### src/rtl/uart_rx_framed_if.sv
// Receive-side byte stream between uart_rx_framed and its consumer.
// The word, its per-frame error flags and the valid/ready pair travel together.
interface uart_rx_framed_if #(
  parameter int DATA_BITS = 8
);
  logic [DATA_BITS-1:0] rx_data;
  logic                 rx_valid;
  logic                 rx_ready;
  logic                 rx_parity_err;
  logic                 rx_frame_err;
  logic                 rx_overrun;
  logic                 rx_break;

  modport master (
    output rx_data,
    output rx_valid,
    output rx_parity_err,
    output rx_frame_err,
    output rx_overrun,
    output rx_break,
    input  rx_ready
  );

  modport slave (
    input  rx_data,
    input  rx_valid,
    input  rx_parity_err,
    input  rx_frame_err,
    input  rx_overrun,
    input  rx_break,
    output rx_ready
  );
endinterface

### src/rtl/uart_rx_framed.sv
// UART receiver with majority-vote mid-bit sampling, false-start rejection and break detection.
// Completed frames and their error flags are held in a valid/ready output register.
module uart_rx_framed #(
  parameter int CLK_RATE    = 25000000,
  parameter int BAUD_RATE   = 115200,
  parameter int DATA_BITS   = 8,
  parameter int PARITY_MODE = 0,
  parameter int STOP_BITS   = 1
) (
  input  logic             clk,
  input  logic             reset,
  input  logic             rx_in,
  output logic             rx_busy,
  uart_rx_framed_if.master rx_if
);

  localparam int CLK_PER_BIT = CLK_RATE / BAUD_RATE;
  localparam int TW          = $clog2(CLK_PER_BIT);
  localparam int H           = CLK_PER_BIT / 2;
  localparam int BW          = (DATA_BITS > 1) ? $clog2(DATA_BITS) : 1;

  localparam logic [TW-1:0] T_LAST = TW'(CLK_PER_BIT - 1);
  localparam logic [TW-1:0] T_S0   = TW'(H - 1);
  localparam logic [TW-1:0] T_S1   = TW'(H);
  localparam logic [TW-1:0] T_DEC  = TW'(H + 1);
  localparam logic [BW-1:0] B_LAST = BW'(DATA_BITS - 1);
  localparam logic          S_LAST = 1'(STOP_BITS - 1);

  localparam logic [2:0] S_IDLE      = 3'd0;
  localparam logic [2:0] S_START     = 3'd1;
  localparam logic [2:0] S_DATA      = 3'd2;
  localparam logic [2:0] S_PARITY    = 3'd3;
  localparam logic [2:0] S_STOP      = 3'd4;
  localparam logic [2:0] S_WAIT_HIGH = 3'd5;

  function automatic logic majority3(input logic a, input logic b, input logic c);
    return (a & b) | (a & c) | (b & c);
  endfunction

  function automatic logic xor_parity(input logic [DATA_BITS-1:0] word);
    return ^word;
  endfunction

  logic                 sync1_q, sync2_q, prev_q;
  logic [2:0]           state_q, state_d;
  logic [TW-1:0]        timer_q, timer_d;
  logic [BW-1:0]        bit_cnt_q, bit_cnt_d;
  logic                 stop_cnt_q, stop_cnt_d;
  logic                 samp0_q, samp0_d;
  logic                 samp1_q, samp1_d;
  logic [DATA_BITS-1:0] shreg_q, shreg_d;
  logic                 perr_acc_q, perr_acc_d;
  logic                 ferr_acc_q, ferr_acc_d;
  logic [DATA_BITS-1:0] data_q, data_d;
  logic                 valid_q, valid_d;
  logic                 perr_q, perr_d;
  logic                 ferr_q, ferr_d;
  logic                 ovr_q, ovr_d;
  logic                 brk_q, brk_d;
  logic                 busy_q, busy_d;

  logic line_s, fall_s, wrap_s, decide_s, bit_s, frame_ferr_s, complete_s;

  assign line_s       = sync2_q;
  assign fall_s       = prev_q & ~sync2_q;
  assign wrap_s       = (timer_q == T_LAST);
  assign decide_s     = (timer_q == T_DEC);
  // Third vote is the live line in the decision cycle itself.
  assign bit_s        = majority3(samp0_q, samp1_q, line_s);
  assign frame_ferr_s = ferr_acc_q | ~bit_s;

  // Next-state logic: bit timer, sampling, frame FSM and output register.
  always_comb begin
    state_d    = state_q;
    timer_d    = timer_q;
    bit_cnt_d  = bit_cnt_q;
    stop_cnt_d = stop_cnt_q;
    samp0_d    = samp0_q;
    samp1_d    = samp1_q;
    shreg_d    = shreg_q;
    perr_acc_d = perr_acc_q;
    ferr_acc_d = ferr_acc_q;
    data_d     = data_q;
    valid_d    = valid_q;
    perr_d     = perr_q;
    ferr_d     = ferr_q;
    ovr_d      = 1'b0;
    brk_d      = 1'b0;
    complete_s = 1'b0;

    if (state_q == S_IDLE || state_q == S_WAIT_HIGH) begin
      timer_d = '0;
    end else if (wrap_s) begin
      timer_d = '0;
    end else begin
      timer_d = timer_q + TW'(1);
    end

    if (timer_q == T_S0) begin
      samp0_d = line_s;
    end else if (timer_q == T_S1) begin
      samp1_d = line_s;
    end else begin
      samp0_d = samp0_q;
    end

    case (state_q)
      S_IDLE: begin
        if (fall_s) begin
          state_d    = S_START;
          bit_cnt_d  = '0;
          stop_cnt_d = 1'b0;
          perr_acc_d = 1'b0;
          ferr_acc_d = 1'b0;
        end else begin
          state_d = S_IDLE;
        end
      end
      S_START: begin
        if (decide_s && bit_s) begin
          state_d = S_IDLE;
          timer_d = '0;
        end else if (wrap_s) begin
          state_d = S_DATA;
        end else begin
          state_d = S_START;
        end
      end
      S_DATA: begin
        if (decide_s) begin
          shreg_d = {bit_s, shreg_q[DATA_BITS-1:1]};
        end else if (wrap_s) begin
          if (bit_cnt_q == B_LAST) begin
            state_d = (PARITY_MODE != 0) ? S_PARITY : S_STOP;
          end else begin
            bit_cnt_d = bit_cnt_q + BW'(1);
          end
        end else begin
          state_d = S_DATA;
        end
      end
      S_PARITY: begin
        if (decide_s) begin
          if (PARITY_MODE == 1) begin
            perr_acc_d = xor_parity(shreg_q) ^ bit_s;
          end else begin
            perr_acc_d = ~(xor_parity(shreg_q) ^ bit_s);
          end
        end else if (wrap_s) begin
          state_d = S_STOP;
        end else begin
          state_d = S_PARITY;
        end
      end
      S_STOP: begin
        if (decide_s) begin
          ferr_acc_d = frame_ferr_s;
          if (stop_cnt_q == S_LAST) begin
            // The frame completes at the final decision; the tail of the stop bit is not awaited.
            complete_s = 1'b1;
            timer_d    = '0;
            state_d    = frame_ferr_s ? S_WAIT_HIGH : S_IDLE;
          end else begin
            state_d = S_STOP;
          end
        end else if (wrap_s) begin
          stop_cnt_d = stop_cnt_q + 1'b1;
        end else begin
          state_d = S_STOP;
        end
      end
      S_WAIT_HIGH: begin
        if (line_s) begin
          state_d = S_IDLE;
        end else begin
          state_d = S_WAIT_HIGH;
        end
      end
      default: begin
        state_d = S_IDLE;
        timer_d = '0;
      end
    endcase

    if (complete_s) begin
      brk_d = frame_ferr_s && (shreg_q == '0);
      if (!valid_q || rx_if.rx_ready) begin
        data_d  = shreg_q;
        perr_d  = perr_acc_q;
        ferr_d  = frame_ferr_s;
        valid_d = 1'b1;
      end else begin
        ovr_d = 1'b1;
      end
    end else if (valid_q && rx_if.rx_ready) begin
      valid_d = 1'b0;
    end else begin
      valid_d = valid_q;
    end

    busy_d = (state_d != S_IDLE);
  end

  // State and output registers; synchroniser FFs reset high so reset never fakes a start edge.
  always_ff @(posedge clk) begin
    if (reset) begin
      sync1_q    <= 1'b1;
      sync2_q    <= 1'b1;
      prev_q     <= 1'b1;
      state_q    <= S_IDLE;
      timer_q    <= '0;
      bit_cnt_q  <= '0;
      stop_cnt_q <= 1'b0;
      samp0_q    <= 1'b0;
      samp1_q    <= 1'b0;
      shreg_q    <= '0;
      perr_acc_q <= 1'b0;
      ferr_acc_q <= 1'b0;
      data_q     <= '0;
      valid_q    <= 1'b0;
      perr_q     <= 1'b0;
      ferr_q     <= 1'b0;
      ovr_q      <= 1'b0;
      brk_q      <= 1'b0;
      busy_q     <= 1'b0;
    end else begin
      sync1_q    <= rx_in;
      sync2_q    <= sync1_q;
      prev_q     <= sync2_q;
      state_q    <= state_d;
      timer_q    <= timer_d;
      bit_cnt_q  <= bit_cnt_d;
      stop_cnt_q <= stop_cnt_d;
      samp0_q    <= samp0_d;
      samp1_q    <= samp1_d;
      shreg_q    <= shreg_d;
      perr_acc_q <= perr_acc_d;
      ferr_acc_q <= ferr_acc_d;
      data_q     <= data_d;
      valid_q    <= valid_d;
      perr_q     <= perr_d;
      ferr_q     <= ferr_d;
      ovr_q      <= ovr_d;
      brk_q      <= brk_d;
      busy_q     <= busy_d;
    end
  end

  assign rx_if.rx_data       = data_q;
  assign rx_if.rx_valid      = valid_q;
  assign rx_if.rx_parity_err = perr_q;
  assign rx_if.rx_frame_err  = ferr_q;
  assign rx_if.rx_overrun    = ovr_q;
  assign rx_if.rx_break      = brk_q;
  assign rx_busy             = busy_q;

endmodule

### src/flat_wrapper.sv
// flat-port wrapper written by rule: the top's interface ports become plain ports
module uart_rx_framed_flat 
#(
  parameter int CLK_RATE    = 25000000,
  parameter int BAUD_RATE   = 115200,
  parameter int DATA_BITS   = 8,
  parameter int PARITY_MODE = 0,
  parameter int STOP_BITS   = 1
)
  (clk, reset, rx_in, rx_busy, rx_if_rx_data, rx_if_rx_valid, rx_if_rx_parity_err, rx_if_rx_frame_err, rx_if_rx_overrun, rx_if_rx_break, rx_if_rx_ready);
  uart_rx_framed_if #(.DATA_BITS(DATA_BITS)) rx_if_i ();
  input  logic clk;
  input  logic reset;
  input  logic rx_in;
  output logic rx_busy;
  output wire logic [$bits(rx_if_i.rx_data)-1:0] rx_if_rx_data;
  output wire logic [$bits(rx_if_i.rx_valid)-1:0] rx_if_rx_valid;
  output wire logic [$bits(rx_if_i.rx_parity_err)-1:0] rx_if_rx_parity_err;
  output wire logic [$bits(rx_if_i.rx_frame_err)-1:0] rx_if_rx_frame_err;
  output wire logic [$bits(rx_if_i.rx_overrun)-1:0] rx_if_rx_overrun;
  output wire logic [$bits(rx_if_i.rx_break)-1:0] rx_if_rx_break;
  input wire logic [$bits(rx_if_i.rx_ready)-1:0] rx_if_rx_ready;
  assign rx_if_rx_data = rx_if_i.rx_data;
  assign rx_if_rx_valid = rx_if_i.rx_valid;
  assign rx_if_rx_parity_err = rx_if_i.rx_parity_err;
  assign rx_if_rx_frame_err = rx_if_i.rx_frame_err;
  assign rx_if_rx_overrun = rx_if_i.rx_overrun;
  assign rx_if_rx_break = rx_if_i.rx_break;
  assign rx_if_i.rx_ready = rx_if_rx_ready;
  uart_rx_framed #(.CLK_RATE(CLK_RATE), .BAUD_RATE(BAUD_RATE), .DATA_BITS(DATA_BITS), .PARITY_MODE(PARITY_MODE), .STOP_BITS(STOP_BITS)) u_core (.clk(clk), .reset(reset), .rx_in(rx_in), .rx_busy(rx_busy), .rx_if(rx_if_i));
endmodule
### config.mk
export PLATFORM = sky130hd
export DESIGN_NAME = uart_rx_framed_flat
export DESIGN_NICKNAME = d
export VERILOG_FILES = /design/src/rtl/uart_rx_framed_if.sv /design/src/rtl/uart_rx_framed.sv /design/src/flat_wrapper.sv
export SDC_FILE = /design/constraint.sdc
export NUM_CORES = 1
export LEC_CHECK = 0
export ABC_AREA = 1
export CAP_MARGIN = 20
export CORE_MARGIN = 2
export CORE_UTILIZATION = 45
export DETAILED_ROUTE_END_ITERATION = 6
export GPL_TIMING_DRIVEN = 0
export PLACE_DENSITY = 0.68
export SYNTH_ARGS = -nofsm -noshare
export SYNTH_HDL_FRONTEND = slang
export SYNTH_SLANG_ARGS = --single-unit
export TNS_END_PERCENT = 50
### constraint.sdc
create_clock -name clk -period 2.3 [get_ports clk]
set_input_delay 0.23 -clock clk [delete_from_list [all_inputs] [get_ports clk]]
set_output_delay 0.23 -clock clk [all_outputs]
set_load 0.01 [all_outputs]
==> impl_metrics.json, run 1 <==
{
  "status": "complete, no violations",
  "yosys_register_bits": 44,
  "area_growth_pct": 16.2,
  "min_from": "reset",
  "routed_wl_mm": 4.00,
  "start_util_pct": 47.4,
  "final_cells": 346,
  "core_mm2": 0.00444,
  "yosys.area_share.adder_pct": 5.34,
  "clk_latency_ns": 0.30,
  "synth_compound_area_share_pct": 13.7,
  "drv_cap": 0,
  "synth-xor-area-share_pct": 3.74,
  "die_h_um": 72.4,
  "worstReg2RegEnd": "u_core.timer_q[2]",
  "end_kind": "flip-flop",
  "antenna_found_initial": 0,
  "n_fill_cell": 420,
  "drive_above_1_share_pct": 12.2,
  "ys.flop_type": "dfxtp_1",
  "hold_path_depth": 2,
  "clkTransAtPathRegs_ns": 0.08,
  "clock-sinks": 44,
  "ys_seq_area_share_pct": 41.8,
  "finalSetupViolations": 0,
  "vias_per_cell": 4.97,
  "cts_tree": "built",
  "async_flop_share_pct": 0,
  "cts_root_buffer": "clkbuf_8",
  "r2r-start": "u_core.timer_q[0]",
  "synth.distinct_cells": 29,
  "cp_data_arrival_time_ns": 1.80,
  "seq_area_um2": 881,
  "tightest_slew_ns": 0.491,
  "fin_setup_tns_ns": 0,
  "grt_pass1_wl_mm": 7.07,
  "syn_area_mm2": 0.00211,
  "post_cts_resize_count": 0,
  "holdWs_ns": 0.351,
  "multi_input_area_mm2": 0.00102,
  "dpl.cell_count": 338,
  "num_rows": 24,
  "clockBufferDepth": 2,
  "leakagePower_nw": 1.03,
  "min_to": "u_core.bit_cnt_q[0]",
  "grt_util_all_layers_pct": 17.2,
  "start_kind": "flip-flop",
  "nets": 306,
  "rrSetupSlack_ns": 0.73,
  "ys.warnings.count": 0,
  "yosys.area_share.simple_pct": 25.7,
  "via_count": 1719,
  "n_antenna_cell": 0,
  "die_area_mm2": 0.00525,
  "slew_viol_final": 0,
  "dr.pass1.iters": 4,
  "htree_levels": 2,
  "max_freq_mhz": 639,
  "path_class": "reg -> reg",
  "avgSynthCellArea_um2": 7.80,
  "slew_headroom_pct": 67.3,
  "cts_hold_buf": 0,
  "post_cts_buffers": 0,
  "grt_max_degree": 16,
  "synth_edf_count": 0,
  "synth_top_family_by_area": "simple AND/OR/NAND/NOR gates",
  "syn_inst": 270,
  "wl_per_cell_um": 11.6,
  "synth_nets": 283,
  "grt_overflow": 0,
  "place_hpwl_mm": 2.95,
  "grt_pass1_vias": 1566,
  "ios": 18,
  "skew_ns": 0.00485,
  "hold_violations": 0,
  "p_per_area_mw_per_mm2": 582,
  "drc": 0,
  "cts-buffers-inserted": 5,
  "cp_max_fo": 7,
  "numPortBuffers": 16,
  "globalplace.congestion": 0.903,
  "synth_mux_area_share_pct": 0,
  "required_ns": 2.53,
  "hold_class": "in -> reg",
  "ir_drop_uv": 245,
  "period_share_pct": 68.1,
  "rr_worst_depth": 9,
  "grt_setup_unrepaired": "false",
  "ant_nets": 0,
  "die_x_um": 72.4,
  "drt_iter0_drc": 134,
  "fin_crit_ns": 1.57
}
placed cells by master (no fill, tap or decap), types with 2 or more instances in the layout:
| cell type | count |
|---|---|
| inv_2 | 3 |
| nor2_4 | 5 |
| nor3_1 | 6 |
| xnor2_1 | 3 |
| nand2_4 | 2 |
| nor2_2 | 3 |
| dfxtp_1 | 44 |
| clkbuf_1 | 2 |
| inv_1 | 37 |
| ha_1 | 9 |
| xor2_1 | 6 |
| o21ai_2 | 2 |
| buf_8 | 2 |
| nand4_1 | 2 |
| nand2_1 | 42 |
| nand3_1 | 18 |
| o21ai_0 | 25 |
| clkdlybuf4s50_1 | 16 |
| or2_2 | 2 |
| nor2_1 | 16 |
| a21oi_1 | 28 |
| nand2_2 | 5 |
| clkbuf_8 | 5 |
metrics by stage:
step,worst slack (ns),power (W),util [%],cell area (um2)
after floorplan,0.940,0.000824,-,2110
after global placement,0.737,0.000839,52.5,2330
after detailed placement,0.724,0.000839,52.5,2330
after CTS,0.734,0.00144,55.1,2450
after global routing,0.555,0.00148,55.1,2450
final,0.734,0.00142,55.1,2450
synth_stat cells (5+ instances only):
master    n  area share [%]
nand2_1  42             7.5
xor2_1    6             2.5
ha_1      9             5.3
nand2_2   5             1.5
nor2_4    5             2.7
o21ai_0  25             5.9
a21oi_1  28             6.7
nor3_1    6             1.4
dfxtp_1  44              42
inv_1    37             6.6
nand3_1  18             4.3
nor2_1   16             2.9
cells by family after synthesis:
group,after synthesis
adders and majority gates,9
DFF,44
and+or+nand+nor,106
buffers and inverters,46
AOI/OAI and AO/OA,56
xor gates and xnor gates,9
routing by layer:
metal	track usage, %	part of all wire, %	wire length [um]
met4	5.76	0.62	25
met5	0	0	0
met3	4.58	5.2	210
met2	25.3	41	1640
met1	24.4	53	2130
power breakdown:
group          total (W)  switching, W  internal, W
logic          0.0000472     0.0000288    0.0000184
clock network   0.000602      0.000275     0.000327
registers       0.000774    0.00000544     0.000769
total            0.00142      0.000309      0.00111
worst max-delay path by stage:
stage / start / end / cells past startpoint
finish: u_core.timer_q[0] / u_core.timer_q[2] / 9
global route: u_core.timer_q[0] / u_core.rx_busy / 9
CTS: u_core.timer_q[0] / u_core.timer_q[2] / 9
detailed placement: rx_if_rx_ready / u_core.rx_if.rx_frame_err / 6
global placement: u_core.timer_q[0] / u_core.timer_q[2] / 9
floorplan: u_core.timer_q[0] / u_core.timer_q[2] / 9
state kept, by name, summed over array words and instances, names as in the netlist, 3 cells and up:
name	flops
u_core.rx_if.rx_data	8
u_core.shreg_q	8
u_core.state_q	3
u_core.timer_q	8
u_core.bit_cnt_q	3
worst max-delay path, cell delays in order, from the launching register on:
cell and delay (ns):
dfxtp_1 0.39, inv_1 0.06, ha_1 0.21, nand2_1 0.06, nor2_1 0.06, nand2_1 0.19
nand2_1 0.11, nor3_2 0.16, nand2_2 0.13, a21oi_1 0.13
area by class of cell:
class,count,area share [%]
buffer,5,1.99
multi-input combinational,180,41.7
timing repair buffer,16,6.54
clock buffer,5,2.81
clock inverter,3,1.89
sequential,44,36.0
inverter,41,6.39
tap,52,2.66
No activity file was read; power rests on OpenSTA's default activity.
==> run 2: changes to the inputs <==
PLACE_DENSITY = 0.7   (was 0.68)
clock period = 1.3 ns   (was 2.3 ns; I/O delays follow)
==> run 2 against run 1 <==
The flow now finishes with violations (setup timing); global-route usage grew 2.8 points; die area is the same; first-iteration DRC count increased by 91%; critical path depth rose by 1; largest cell class unchanged; worst hold slack lost 0.079 ns; utilization is 13 points higher.
==> impl_metrics.json, run 2 (synthesis gave the netlist of run 1 again) <==
{
  "rrSetupSlack_ns": -0.20,
  "grtUsageMet2_pct": 29.4,
  "grt_setup_unrepaired": "true",
  "place_area_mm2": 0.00236,
  "max_freq_mhz": 669,
  "slew_headroom_pct": 64.4,
  "slowest_delay_ns": 0.38,
  "path_delay_family": "simple AND/OR/NAND/NOR gates",
  "fin_crit_ns": 1.50,
  "htree_levels": 2,
  "die_x_um": 72.4,
  "period_share_pct": 115,
  "cts-buffers-inserted": 5,
  "ios": 18,
  "start_kind": "flip-flop",
  "skew_ns": 0.0102,
  "cts_root_buffer": "clkbuf_8",
  "cts_tree": "built",
  "end_kind": "flip-flop",
  "p_per_area_mw_per_mm2": 759,
  "routed_wl_mm": 5.55,
  "grt_max_degree": 14,
  "grt_pass1_vias": 1682,
  "area_growth_pct": 43.9,
  "numPortBuffers": 16,
  "antenna_found_initial": 0,
  "path_class": "reg -> reg",
  "ant_nets": 0,
  "drt_iter0_drc": 256,
  "hold_violations": 0,
  "finalSetupViolations": 36,
  "status": "finished with violations",
  "globalplace.congestion": 0.940,
  "power_w": 0.00230,
  "core_mm2": 0.00444,
  "wl_per_cell_um": 14.8,
  "layout_common_cells": "34 x nand2_1, 30 x dfxtp_1, 26 x inv_1, 23 x buf_4, 22 x a21oi_1",
  "min_to": "u_core.bit_cnt_q[0]",
  "clkTransAtPathRegs_ns": 0.09,
  "worstPathCellList": "ha_4 -> inv_2 -> nor2_4 -> nand2_4 -> inv_4 -> nand2_8 -> nor2_8 -> buf_4 -> buf_16 -> a21oi_1",
  "nets": 335,
  "busiest_layer": "met2",
  "setup_ws_ns": -0.196,
  "leakagePower_nw": 1.39,
  "drive_above_1_share_pct": 40.1,
  "slew_viol_final": 0,
  "n_antenna_cell": 0,
  "finalCoreUtilization_pct": 68.2,
  "worstReg2RegEnd": "u_core.rx_if.rx_data[1]",
  "required_ns": 1.49,
  "final_cells": 374,
  "via_count": 1989,
  "clock-sinks": 44,
  "hold_class": "in -> reg",
  "start_util_pct": 47.4,
  "num_rows": 24,
  "grtUsageMet3_pct": 4.31,
  "min_from": "reset",
  "drv_cap": 0,
  "place_hpwl_mm": 3.04,
  "die_h_um": 72.4,
  "grt_util_all_layers_pct": 20.0,
  "vias_per_cell": 5.32,
  "grt_pass1_wl_mm": 8.11,
  "clk_latency_ns": 0.30,
  "dpl.cell_count": 338,
  "cp_max_fo": 5,
  "cp_data_arrival_time_ns": 1.69,
  "rr_worst_depth": 10,
  "clockBufferDepth": 2,
  "final_common_cell": "nand2_1",
  "worst_path_max_delay_cell": "dfxtp_4",
  "critPathBufInv": 4,
  "violations": "setup timing",
  "drc": 0,
  "r2r-start": "u_core.timer_q[0]",
  "grt_overflow": 0,
  "ir_drop_uv": 489,
  "die_area_mm2": 0.00525,
  "tightest_slew_ns": 0.534,
  "cts_hold_buf": 0,
  "met1_usage_pct": 29.0,
  "dr.pass1.iters": 4,
  "hold_path_depth": 2,
  "final_area_mm2": 0.00303
}
## run 2: changes by cell type in the layout (fill, tap and decap cells not counted), sizes merged
cell	before	now
buf	3	31
clkinv	0	1
dlygate4sd2	0	4
bufinv	1	0
dlymetal6s2s	0	8
clkdlybuf4s50	16	4
inv	42	41
nor2	25	26
## run 2: area by class of cell
class                   instances  area (um2)
well taps                      52        65.1
repair buffers                 44         429
multi-input cells             181        1340
clock inverters                 2        12.5
plain buffers                   5        48.8
clock buffers                   5        68.8
fillers                       319        1410
inverters                      41         159
flip-flops and latches         44         908
## run 2: worst max path at each step
stage / cells past startpoint / from / slack, ns / to
2_1_floorplan: 9 / u_core.timer_q[0] / -0.007 / u_core.timer_q[2]
3_3_place_gp: 9 / u_core.timer_q[0] / -0.18 / u_core.timer_q[2]
3_5_place_dp: 9 / u_core.timer_q[0] / -0.21 / u_core.timer_q[2]
4_1_cts: 9 / u_core.timer_q[0] / -0.15 / u_core.timer_q[2]
5_1_grt: 10 / u_core.timer_q[0] / -0.26 / u_core.rx_if.rx_data[3]
6_report: 10 / u_core.timer_q[0] / -0.20 / u_core.rx_if.rx_data[1]
## run 2: timing repair
item | in CTS | in global routing
endpoints found under the setup margin | 40 | 47
setup buffers | 9 | 18
resized for setup | 53 | 55
gates cloned | 2 | 0
pin swaps | 14 | 18
endpoints found under the hold margin | 0 | 0
## run 2: power breakdown
part           internal [W]  total (W)  switching [W]  leakage [nW]
sequential          0.00135    0.00137      0.0000120         0.364
clock              0.000364   0.000825       0.000461        0.0400
combinational     0.0000446   0.000111      0.0000666         0.990
total               0.00176    0.00230       0.000540          1.39
## run 2: worst reg2reg max path, cell delays in order (launching register included)
cell and delay [ns]:
dfxtp_4 0.38, ha_4 0.13, inv_2 0.03, nor2_4 0.14, nand2_4 0.10, inv_4 0.10
nand2_8 0.07, nor2_8 0.13, buf_4 0.14, buf_16 0.11, a21oi_1 0.07
## run 2: through the flow
stage | setup TNS (ns) | setup WS [ns] | hold WS (ns)
2_1_floorplan | -0.0409 | -0.00662 | 0.234
3_3_place_gp | -3.45 | -0.183 | 0.392
3_5_place_dp | -4.08 | -0.207 | 0.399
4_1_cts | -3.02 | -0.151 | 0.262
5_1_grt | -6.65 | -0.259 | 0.298
6_report | -4.11 | -0.196 | 0.272
## run 2: metal layers
layer  vias to the layer above  part of all wire (%)
li1                        973                     -
met1                       939                    46
met2                        66                    47
met3                        11                   4.6
met4                         0                   1.7
met5                         -                     0
==> run 3: changes to the inputs <==
CELL_PAD_IN_SITES_DETAIL_PLACEMENT = 0   (was default)
CELL_PAD_IN_SITES_GLOBAL_PLACEMENT = 1   (was default)
CORE_UTILIZATION = 40   (was 45)
CTS_BUF_LIST = sky130_fd_sc_hd__clkbuf_2   (was default)
PLACE_DENSITY = 0.81   (was 0.7)
==> run 3 against run 2 <==
The run still ends with setup timing left; register-to-register slack about the same; final cell count increased by 1.9%; total power down 9.8%; setup slack better by 0.0030 ns; critical endpoint unchanged; largest power group unchanged; highest routed layer unchanged.
==> impl_metrics.json, run 3 (synthesis gave the netlist of run 1 again) <==
{
  "status": "finished with violations",
  "violations": "setup timing",
  "grt_setup_unrepaired": "true",
  "ir_drop_uv": 577,
  "place_hpwl_mm": 3.14,
  "p_int_w": 0.00153,
  "place_area_mm2": 0.00238,
  "slew_headroom_pct": 65.1,
  "drc": 0,
  "power_frac_seq_pct": 66.0,
  "grt_util_all_layers_pct": 17.4,
  "skew_ns": 0.0129,
  "die_x_um": 76.6,
  "dr.pass1.iters": 5,
  "cts_root_buffer": "clkbuf_2",
  "p_per_area_mw_per_mm2": 725,
  "area_growth_pct": 35.9,
  "num_rows": 26,
  "numPortBuffers": 16,
  "drv_cap": 0,
  "final_area_mm2": 0.00286,
  "pre_cts_ws_ns": -0.203,
  "clockBufferDepth": 2,
  "nets": 323,
  "tightest_slew_ns": 0.524,
  "leakagePower_nw": 1.20,
  "final_common_cell": "nand2_1",
  "fin_crit_ns": 1.49,
  "clock-sinks": 44,
  "cts_hold_buf": 0,
  "max_freq_mhz": 670,
  "ios": 18,
  "end_kind": "flip-flop",
  "cts_tree": "built",
  "switching_share_pct": 26.1,
  "cp_max_fo": 5,
  "setup_ws_ns": -0.193,
  "drt_iter0_drc": 155,
  "slew_viol_final": 0,
  "hold_class": "in -> reg",
  "hold_violations": 0,
  "htree_levels": 2,
  "via_count": 1877,
  "n_antenna_cell": 0,
  "finalCoreUtilization_pct": 56.1,
  "drive_above_1_share_pct": 40.8,
  "seq_area_um2": 928,
  "clock_power_share_pct": 28.7,
  "cp_data_arrival_time_ns": 1.85,
  "start_util_pct": 41.3,
  "grt_overflow": 0,
  "layout_common_cells": "36 x nand2_1, 28 x inv_1, 26 x dfxtp_2, 22 x a21oi_1",
  "die_h_um": 76.6,
  "vias_per_cell": 4.93,
  "cts-buffers-inserted": 5,
  "required_ns": 1.66,
  "grt_pass1_wl_mm": 8.25,
  "n_fill_cell": 499,
  "core_mm2": 0.00511,
  "clkTransAtPathRegs_ns": 0.24,
  "antenna_found_initial": 0,
  "pwr-share-comb_pct": 5.3,
  "path_class": "reg -> reg",
  "period_share_pct": 115,
  "globalplace.congestion": 0.837,
  "wl_per_cell_um": 12.9,
  "fin_setup_tns_ns": -2.83,
  "start_kind": "flip-flop",
  "p_switching_w": 0.000543,
  "routed_wl_mm": 4.92,
  "die_area_mm2": 0.00586,
  "ant_nets": 0,
  "clk_latency_ns": 0.41,
  "grt_pass1_vias": 1781,
  "grt_max_degree": 15,
  "finalSetupViolations": 35,
  "multi_input_area_mm2": 0.00131
}
## run 3: cell type report
cell class                 instances  share of cell area [%]
clock inverter                     3                   0.612
timing repair buffer              32                    9.79
sequential                        44                    32.4
tap                               70                    3.06
inverter                          41                    5.72
multi-input combinational        181                    45.8
buffer                             5                    1.70
clock buffer                       5                   0.874
## run 3: final timing paths
| kind | endpoint | start | depth (start not counted) | slack, ns |
|---|---|---|---|---|
| worst max register to register | u_core.rx_if.rx_data[1] | u_core.timer_q[5] | 8 | -0.19 |
| worst min-delay path | u_core.bit_cnt_q[0] | reset | 2 | 0.14 |
| worst max-delay path | u_core.rx_if.rx_data[1] | u_core.timer_q[5] | 8 | -0.19 |
| worst min register to register | u_core.line_s | u_core.sync1_q | 1 | 0.44 |
## run 3: through the flow
stage	power [W]	hold slack, ns	cells
2_1_floorplan	0.00146	0.234	270
3_3_place_gp	0.00149	0.391	356
3_5_place_dp	0.00149	0.397	356
4_1_cts	0.00209	0.0954	368
5_1_grt	0.00217	0.113	381
6_report	0.00208	0.137	381
## run 3: power groups by stage
stage / logic (W) / clock network (W) / registers, W
finish: 0.000110 / 0.000597 / 0.00137
global route: 0.000123 / 0.000671 / 0.00137
CTS: 0.0000899 / 0.000623 / 0.00137
detailed placement: 0.0000858 / 0 / 0.00140
global placement: 0.0000851 / 0 / 0.00140
floorplan: 0.0000575 / 0 / 0.00140
## run 3: critical path: stages, from the launching register on
cell,delay [ns]
dfxtp_2,0.43
nand2_2,0.12
nor2_4,0.18
nand2_4,0.11
inv_6,0.09
nand2_8,0.07
nor2_4,0.17
o21ai_0,0.11
a21oi_1,0.16
## run 3: repair_timing
| item | CTS | global route |
|---|---|---|
| gates resized for setup | 50 | 66 |
| pin swaps | 6 | 15 |
| setup buffers | 3 | 12 |
| gates cloned | 1 | 1 |
| setup endpoints to repair | 51 | 40 |
## run 3: layer usage
| metal | global-route usage [%] | share of wire [%] | vias up |
|---|---|---|---|
| li1 | - | - | 953 |
| met1 | 24.1 | 49 | 879 |
| met2 | 26.3 | 46 | 43 |
| met3 | 4.50 | 4.5 | 2 |
| met4 | 6.18 | 0.55 | 0 |
| met5 | 0 | 0 | - |
